### src/rtl/ysyx_25030093_trap_pkg.sv
// Shared definitions for the machine-mode trap unit: CSR addresses, cause codes,
// trap_kind encoding and FSM state encoding.
package ysyx_25030093_trap_pkg;

  localparam logic [11:0] CSR_MSTATUS = 12'h300;
  localparam logic [11:0] CSR_MTVEC   = 12'h305;
  localparam logic [11:0] CSR_MEPC    = 12'h341;
  localparam logic [11:0] CSR_MCAUSE  = 12'h342;

  localparam logic [4:0] CAUSE_ILLEGAL_INSTR = 5'd2;
  localparam logic [4:0] CAUSE_BREAKPOINT    = 5'd3;
  localparam logic [4:0] CAUSE_ECALL_M       = 5'd11;

  // Bit positions inside mstatus.
  localparam int MSTATUS_MIE  = 3;
  localparam int MSTATUS_MPIE = 7;
  localparam int MSTATUS_MPP  = 11;

  typedef enum logic [1:0] {
    KIND_ECALL   = 2'b00,
    KIND_EBREAK  = 2'b01,
    KIND_MRET    = 2'b10,
    KIND_ILLEGAL = 2'b11
  } trap_kind_t;

  typedef logic [2:0] state_t;

  localparam state_t ST_IDLE     = 3'd0;
  localparam state_t ST_W_EPC    = 3'd1;
  localparam state_t ST_W_CAUSE  = 3'd2;
  localparam state_t ST_W_STATUS = 3'd3;
  localparam state_t ST_REDIRECT = 3'd4;

endpackage

### src/rtl/ysyx_25030093_trap_cause_enc.sv
// Combinational mapping from trap kind to the mcause value written by the trap unit.
module ysyx_25030093_trap_cause_enc
  import ysyx_25030093_trap_pkg::*;
#(
  parameter int XLEN = 32
) (
  input  trap_kind_t        kind,
  output logic [XLEN-1:0]   cause
);

  always_comb begin
    // NOTE: default assignment first so no path through the case leaves cause unassigned (no latch).
    cause = '0;
    case (kind)
      KIND_ECALL:   cause = XLEN'(CAUSE_ECALL_M);
      KIND_EBREAK:  cause = XLEN'(CAUSE_BREAKPOINT);
      KIND_ILLEGAL: cause = XLEN'(CAUSE_ILLEGAL_INSTR);
      default:      cause = '0;
    endcase
  end

endmodule

### src/rtl/ysyx_25030093_trap_unit.sv
// Machine-mode trap/return sequencer: writes mepc/mcause (and mstatus when
// YSYX_25030093_TRAP_MSTATUS_EN is defined), then redirects fetch.
module ysyx_25030093_trap_unit
  import ysyx_25030093_trap_pkg::*;
#(
  parameter int XLEN = 32
) (
  input  logic            clk,
  input  logic            rst,
  input  logic            trap_valid,
  output logic            trap_ready,
  input  logic [1:0]      trap_kind,
  input  logic [XLEN-1:0] trap_pc,
  input  logic [XLEN-1:0] mtvec_rdata,
  input  logic [XLEN-1:0] mepc_rdata,
  input  logic [XLEN-1:0] mstatus_rdata,
  output logic            csr_wen,
  output logic [11:0]     csr_waddr,
  output logic [XLEN-1:0] csr_wdata,
  output logic            redirect_valid,
  output logic [XLEN-1:0] redirect_pc,
  input  logic            redirect_ready,
  output logic            busy
);

  state_t          state, state_nxt;
  trap_kind_t      kind_q;
  logic [XLEN-1:0] pc_q;
  logic [XLEN-1:0] target_q;
  logic [XLEN-1:0] cause;
  logic            accept;
  logic            is_mret;

  assign is_mret    = (trap_kind == KIND_MRET);
  assign trap_ready = (state == ST_IDLE) && !rst;
  assign accept     = trap_valid && trap_ready;
  assign busy       = (state != ST_IDLE);

  ysyx_25030093_trap_cause_enc #(.XLEN(XLEN)) u_cause_enc (
    .kind  (kind_q),
    .cause (cause)
  );

  always_comb begin
    state_nxt = state;
    case (state)
      ST_IDLE: begin
        if (accept) begin
`ifdef YSYX_25030093_TRAP_MSTATUS_EN
          state_nxt = is_mret ? ST_W_STATUS : ST_W_EPC;
`else
          state_nxt = is_mret ? ST_REDIRECT : ST_W_EPC;
`endif
        end
      end
      ST_W_EPC: state_nxt = ST_W_CAUSE;
`ifdef YSYX_25030093_TRAP_MSTATUS_EN
      ST_W_CAUSE:  state_nxt = ST_W_STATUS;
      ST_W_STATUS: state_nxt = ST_REDIRECT;
`else
      ST_W_CAUSE:  state_nxt = ST_REDIRECT;
`endif
      ST_REDIRECT: if (redirect_ready) state_nxt = ST_IDLE;
      default:     state_nxt = ST_IDLE;
    endcase
  end

  always_ff @(posedge clk or posedge rst) begin
    if (rst) begin
      state    <= ST_IDLE;
      kind_q   <= KIND_ECALL;
      pc_q     <= '0;
      target_q <= '0;
    end else begin
      // NOTE: non-blocking so every register samples pre-edge values regardless of statement order.
      state <= state_nxt;
      if (accept) begin
        kind_q   <= trap_kind_t'(trap_kind);
        pc_q     <= trap_pc;
        target_q <= is_mret ? mepc_rdata : {mtvec_rdata[XLEN-1:2], 2'b00};
      end
    end
  end

`ifdef YSYX_25030093_TRAP_MSTATUS_EN
  logic [XLEN-1:0] status_nxt;
  logic [XLEN-1:0] status_q;

  // mstatus image is computed from the value seen at acceptance, not at write time.
  always_comb begin
    status_nxt                      = mstatus_rdata;
    status_nxt[MSTATUS_MPP +: 2]    = 2'b11;
    if (is_mret) begin
      status_nxt[MSTATUS_MIE]  = mstatus_rdata[MSTATUS_MPIE];
      status_nxt[MSTATUS_MPIE] = 1'b1;
    end else begin
      status_nxt[MSTATUS_MPIE] = mstatus_rdata[MSTATUS_MIE];
      status_nxt[MSTATUS_MIE]  = 1'b0;
    end
  end

  always_ff @(posedge clk or posedge rst) begin
    if (rst)         status_q <= '0;
    else if (accept) status_q <= status_nxt;
  end
`else
  logic unused_mstatus;
  assign unused_mstatus = ^mstatus_rdata;
`endif

  always_comb begin
    csr_wen   = 1'b0;
    csr_waddr = '0;
    csr_wdata = '0;
    case (state)
      ST_W_EPC: begin
        csr_wen   = 1'b1;
        csr_waddr = CSR_MEPC;
        csr_wdata = pc_q;
      end
      ST_W_CAUSE: begin
        csr_wen   = 1'b1;
        csr_waddr = CSR_MCAUSE;
        csr_wdata = cause;
      end
`ifdef YSYX_25030093_TRAP_MSTATUS_EN
      ST_W_STATUS: begin
        csr_wen   = 1'b1;
        csr_waddr = CSR_MSTATUS;
        csr_wdata = status_q;
      end
`endif
      default: ;
    endcase
  end

  assign redirect_valid = (state == ST_REDIRECT);
  assign redirect_pc    = redirect_valid ? target_q : '0;

endmodule

### config.mk
export PLATFORM = sky130hd
export DESIGN_NAME = ysyx_25030093_trap_unit
export DESIGN_NICKNAME = d
export VERILOG_FILES = /design/src/rtl/ysyx_25030093_trap_pkg.sv /design/src/rtl/ysyx_25030093_trap_cause_enc.sv /design/src/rtl/ysyx_25030093_trap_unit.sv
export SDC_FILE = /design/constraint.sdc
export NUM_CORES = 1
export LEC_CHECK = 0
export CAP_MARGIN = 40
export CORE_MARGIN = 2
export CORE_UTILIZATION = 34
export DETAILED_ROUTE_END_ITERATION = 8
export PLACE_DENSITY = 0.77
export SYNTH_ARGS = -nofsm -noshare
export SYNTH_HDL_FRONTEND = slang
export SYNTH_SLANG_ARGS = --single-unit
### constraint.sdc
create_clock -name clk -period 2.2 [get_ports clk]
set_input_delay 0.44 -clock clk [delete_from_list [all_inputs] [get_ports clk]]
set_output_delay 0.44 -clock clk [all_outputs]
set_load 0.05 [all_outputs]
==> results.yml <==
outcome:
  status: "completed"
placed_design:
  dpl.cell_count: 607
  numPortBuffers: 172
  dp_hpwl_um: 7130
  routabilityCongestion: 0.732
synth:
  synthTopCellsByArea: "dfrtp_1, mux2_1, mux2i_1"
  synthArstFlopShare: 1.00
  synth-edff-count: 0
  synth-seq-area-share: 0.491
  syn_avg_cell_area_um2: 10.9
  yosysTopAreaCellShare: 0.491
  syn_area_um2: 3520
  synth_common_cells: "dfrtp_1, and2_1, a21oi_1, a31oi_1, mux2i_1"
  synth_cell_types: 30
  synth-main-ff-cell: "dfrtp_1"
  synth_seq_cells: 69
  synth_most_common_cell: "dfrtp_1"
  synth_largest_area_cell: "dfrtp_1"
  ys_warn_count: 0
  synthCells: 323
min_path:
  hold_end: "target_q[0]"
  min_from: "target_q[0]"
  min_path_type: "reg -> reg"
  whs_path_depth: 1
power_and_ir_drop:
  ir_drop_mv: 0.686
  power_leakage_nw: 2.73
  powerDensity_nw_per_um2: 1250
cts:
  cts_sinks: 69
  cts_max_level: 3
  cts_buffer_depth: 2
  cts_tree: "built"
  cts_buffers: 9
  path_clk_slew_ps: 80
  cts.root.buffer_cell: "clkbuf_8"
  insertion_delay_ps: 340
finish:
  syn_to_final_growth_pct: 82.0
  nets: 618
  antenna_cells: 0
  n_fill_cell: 819
  drive_gt1_frac: 0.279
  fin_cells: 624
  finalCoreUtilization: 0.629
critical_path:
  path_class: "reg -> out"
  cp_slowest_cell: "dfrtp_2"
  worst_r2r_path_depth: 4
  arrival_ps: 1660
  worst_setup_path_end_kind: "primary output"
  slowest_delay_ps: 480
  cp_cell_sequence: "or3b_4 -> nor3_2 -> a21o_1 -> buf_12"
  worst-path-buf-inv: 1
  startpoint_type: "flop"
  regToRegStartpoint: "state[1]"
  critical_path_peak_fanout: 7
  r2r_end: "pc_q[22]"
  reg2reg_setup_slack_ps: 380
  crit_required_ps: 1760
  cpLargestDelayFamily: "simple AND/OR/NAND/NOR gates"
floorplanning:
  dieArea_um2: 11200
  core_um2: 10200
  rows: 37
  fp.dieW_um: 106
  start_util: 0.345
  ios: 214
  die_h_um: 106
sta:
  skew_ps: 11.3
  slew_violations: 0
  worst_pin_slew_ps: 521
  finalSetupViolations: 0
  setup_tns_ps: 0
  relSlewSlack: 0.652
  finalCriticalPeriod_ps: 2100
  holdWs_ps: 481
  max_freq_ghz: 0.476
  finalHoldViolations: 0
  min_period_over_period: 0.955
global_route:
  grt_overflow: 0
  grt_pass1_wl_um: 15500
  antenna_found_initial: 0
  grt_max_degree: 70
  grt_pass1_vias: 3066
  grtUsageTotal: 0.174
routing:
  drtIter0Drc: 76
  vias: 3041
  vias_per_cell: 4.87
  routed_wl_um: 9670
  drcViolationCount: 0
  first_pass_iters: 4
  postRouteAntennaNets: 0
  wl_per_cell_um: 15.5
run:
  maxCapViolCount: 0
[power breakdown]
part | internal (mW) | total [mW] | switching, mW
Sequential | 1.89 | 2.22 | 0.330
Combinational | 2.14 | 4.56 | 2.41
Clock | 0.749 | 1.23 | 0.486
[area by class of cell]
type,instances,area (um2),area share
Clock buffer,9,124,0.0193
Clock inverter,6,113,0.0176
Inverter,3,15.0,0.00234
Multi-Input combinational cell,216,1670,0.261
Sequential cell,69,1730,0.270
Tap cell,136,170,0.0266
Timing Repair Buffer,185,2580,0.403
[per-stage QoR]
| stage | cell area (um2) | worst slack (ps) | total power, mW |
|---|---|---|---|
| floorplan | 3580 | 4.18 | 4.64 |
| global placement | 6120 | 152 | 6.63 |
| detailed placement | 6120 | 104 | 6.77 |
| CTS | 6360 | 3.84 | 8.02 |
| global route | 6400 | -0.0600 | 8.42 |
| finish | 6400 | 98.6 | 8.01 |
[sequential cells by signal, indices dropped and copies added, names as in the netlist]
name / count
pc_q: 32
target_q: 32
state: 3
kind_q: 2
[timing repair]
action / in CTS / in global routing
gates resized for setup: 3 / 7
pin swaps: 0 / 1
hold buffers: 0 / 0
setup endpoints to repair: 7 / 34
setup buffers: 0 / 2
[metal layers]
layer | routed length [um] | global-route usage | share of wire
met5 | 0 | 0 | 0
met4 | 72 | 0.0479 | 0.0074
met3 | 705 | 0.0495 | 0.073
met2 | 4900 | 0.301 | 0.51
met1 | 3990 | 0.212 | 0.41
[cells in the final DEF (no fill, tap or decap), drive strengths merged, types with 3 or more instances in the layout]
master | Yosys | layout
nor2 | 3 | 3
clkdlybuf4s50 | 0 | 99
mux2i | 30 | 30
a31oi | 30 | 30
conb | 1 | 7
and3 | 29 | 29
dfrtp | 69 | 69
clkbuf | 23 | 9
mux2 | 34 | 34
and2 | 34 | 34
buf | 18 | 86
a21oi | 30 | 30
bufinv | 0 | 3
clkinv | 0 | 3
[worst max-delay path by stage]
stage                     depth (start not counted)               to  startpoint
after floorplan                                   4     csr_wdata[1]    state[0]
after global placement                            4         pc_q[28]         rst
after detailed placement                          4         pc_q[31]         rst
after CTS                                         4     csr_waddr[6]    state[2]
after global routing                              4  redirect_pc[14]    state[2]
final                                             4     csr_wdata[3]    state[0]
[worst register-to-register path, delay by kind of cell (launching register included)]
family / cells / cell delay [ps]
mux: 1 / 460
flops: 1 / 460
simple gates: 2 / 600
buf+inv: 1 / 180
[cells by family after synthesis]
kind of cell	after synthesis	synth area share
DFF	69	0.491
muxes	64	0.194
other	1	0.00107
and+or+nand+nor	78	0.141
buffers and inverters	44	0.0601
AOI/OAI and AO/OA	67	0.113
No activity file was read; power rests on OpenSTA's default activity.
==> patch, RTL diff (config.mk and constraints unchanged) <==
Build with the macro `YSYX_25030093_TRAP_MSTATUS_EN` defined.
--- a/src/rtl/ysyx_25030093_trap_unit.sv
+++ b/src/rtl/ysyx_25030093_trap_unit.sv
@@ -2,2 +2,4 @@
 // YSYX_25030093_TRAP_MSTATUS_EN is defined), then redirects fetch.
+`define YSYX_25030093_TRAP_MSTATUS_EN
+
 module ysyx_25030093_trap_unit
Behaviour: not the same (a bounded check fails within 4 cycles, from zero or initial values and one cycle with rst high).
==> patch against the original RTL <==
  * Setup slack lost 0.058 ns
  * Maximum frequency is 2.7% lower
  * Hold slack gained 0.015 ns
  * Area after synthesis is 39% higher
  * First-iteration DRC count rose by 95%
  * Sequential cell count is 31 higher
  * Sequential share of layout area increased by 2.9 points
  * Critical path depth rose by 2
  * Count of clock-buffer cells in the layout rose by 1
  * Design area is 31% higher
  * Total power grew 48%
  * Global-route usage up 0.29 points
  * Routed wire length grew 37%
==> patch: results (changes against the original RTL) <==
Route
  – Number of violations reported at the end of detailed-routing iteration 0: 148 (was 76)
  – Routed length per instance: 17.4 um (was 15.5 um)

Timing
  – Final Hold Slack: 0.496 ns (was 0.481 ns)
  – Headroom to the max-slew limit: 64.2% (was 65.2%)

Layout
  – Fraction of final layout cells sized beyond drive strength 1: 46.8% (was 27.9%)
  – Largest registers in the final layout: pc_q (32), target_q (32), status_q (31) (was pc_q (32), target_q (32), state (3))
  – End-of-flow core utilization: 60.1% (was 62.9%)
  – Filler cell count in the final layout: 1110 (was 819)
  – Final #Nets: 708 (was 618)

Worst setup path
  – Number of cells on the worst reg-to-reg path: 5 (was 4)
  – Minimum setup slack among reg-to-reg paths: 0.22 ns (was 0.38 ns)
  – Highest cell delay on the worst timing path: 0.43 ns (was 0.48 ns)
  – Cell family with most CP delay: buffers and inverters (was simple AND/OR/NAND/NOR gates)
  – Launch instance of the worst register-to-register path: state[2]$_DFFE_PP0P_ (was state[1]$_DFFE_PP0P_)
  – R2r endpoint: target_q[2]$_DFFE_PP0P_ (was pc_q[22]$_DFFE_PP0P_)
  – Highest net fanout along the worst path: 11 (was 7)
  – Data arrival time of the worst path: 1.72 ns (was 1.66 ns)

Placement
  – Port Buffers: 202 (was 172)
  – Placed Area: 7910 um2 (was 6120 um2)
  – Placed wire-length estimate: 9.61 mm (was 7.13 mm)
  – Setup slack after placement: 0.0903 ns (was 0.104 ns)

Pwr
  – Max IR drop VDD: 0.830 mV (was 0.686 mV)
  – Leakage power: 3.74 nW (was 2.73 nW)

Synth
  – Compound-Gate Fraction of Synth Area: 6.68% (was 11.3%)
  – Register area share after synthesis: 51.2% (was 49.1%)
  – Post-Synthesis Mean Instance Area: 13.3 um2 (was 10.9 um2)
  – Synth top cells by count: sky130_fd_sc_hd__mux2_2 (109), sky130_fd_sc_hd__dfrtp_1 (100), sky130_fd_sc_hd__and3_1 (32) (was sky130_fd_sc_hd__dfrtp_1 (69), sky130_fd_sc_hd__and2_1 (34), sky130_fd_sc_hd__a21oi_1 (30), sky130_fd_sc_hd__a31oi_1 (30), sky130_fd_sc_hd__mux2i_1 (30))
  – Number of distinct library cells after synthesis: 31 (was 30)
  – Mux cell area share after synthesis: 30.2% (was 19.4%)
  – Synth area leaders: sky130_fd_sc_hd__dfrtp_1 (51%), sky130_fd_sc_hd__mux2_2 (25%), sky130_fd_sc_hd__a22o_1 (5.2%), sky130_fd_sc_hd__mux2_4 (4.3%), sky130_fd_sc_hd__and3_1 (4.1%) (was sky130_fd_sc_hd__dfrtp_1 (49%), sky130_fd_sc_hd__mux2_1 (8.6%), sky130_fd_sc_hd__mux2i_1 (8.5%), sky130_fd_sc_hd__and2_1 (6.0%), sky130_fd_sc_hd__a31oi_1 (5.3%))

Global route
  – Vias in the first global route: 4072 (was 3066)
  – Total routing resource utilization after global routing: 17.7% (was 17.4%)

Min path
  – Hold path startpoint: target_q[16]$_DFFE_PP0P_ (was target_q[0]$_DFFE_PP0P_)

Outcome
  – Run status: finished, final reports clean (unchanged)
-- patch: cell types whose count changed in the layout (fill, tap and decap cells not counted), sizes merged, moves of 8 or more --
| cell | change |
|---|---|
| a21oi | -29 |
| a22o | +28 |
| a31oi | -30 |
| and2 | -33 |
| buf | +16 |
| clkdlybuf4s50 | +30 |
| dfrtp | +31 |
| inv | +8 |
| mux2 | +89 |
| mux2i | -26 |
-- patch: worst max path at each step --
stage	from	cells past startpoint	slack (ns)	end
floorplan	rst	6	-0.82	status_q[23]$_DFFE_PP0P_
global placement	rst	5	0.13	target_q[25]$_DFFE_PP0P_
detailed placement	rst	5	0.09	target_q[21]$_DFFE_PP0P_
CTS	state[0]$_DFFE_PP0P_	6	0.008	csr_wdata[24]
global route	state[2]$_DFFE_PP0P_	4	-0.04	csr_wdata[27]
finish	state[0]$_DFFE_PP0P_	6	0.04	csr_wdata[27]
-- patch: timing repair --
action,4_1_cts,5_1_grt
gates resized for setup,17,9
setup buffers,8,3
endpoints found under the setup margin,31,33
pin swaps,3,4
-- patch: power breakdown --
part / internal (mW) / total (mW) / switching [mW] / leakage, nW
clock network: 0.768 / 1.44 / 0.674 / 0.137
registers: 2.77 / 3.30 / 0.530 / 1.19
logic: 3.71 / 7.14 / 3.43 / 2.41
total: 7.25 / 11.9 / 4.63 / 3.75
-- patch: area by class of cell --
type                            count  share of cell area [%]
Clock buffer                       10                    2.73
Clock inverter                      6                   0.448
Inverter                            9                   0.448
Multi-Input combinational cell    223                    27.0
Sequential cell                   100                    29.9
Tap cell                          180                    2.69
Timing Repair Buffer              231                    36.8
-- patch: metal layers --
metal	share of wire, %	GRT usage [%]	up-vias
met5	0	0	-
met4	0.97	4.97	0
met3	8.7	5.45	9
met2	52	32.4	143
met1	38	19.7	1846
li1	-	-	1715
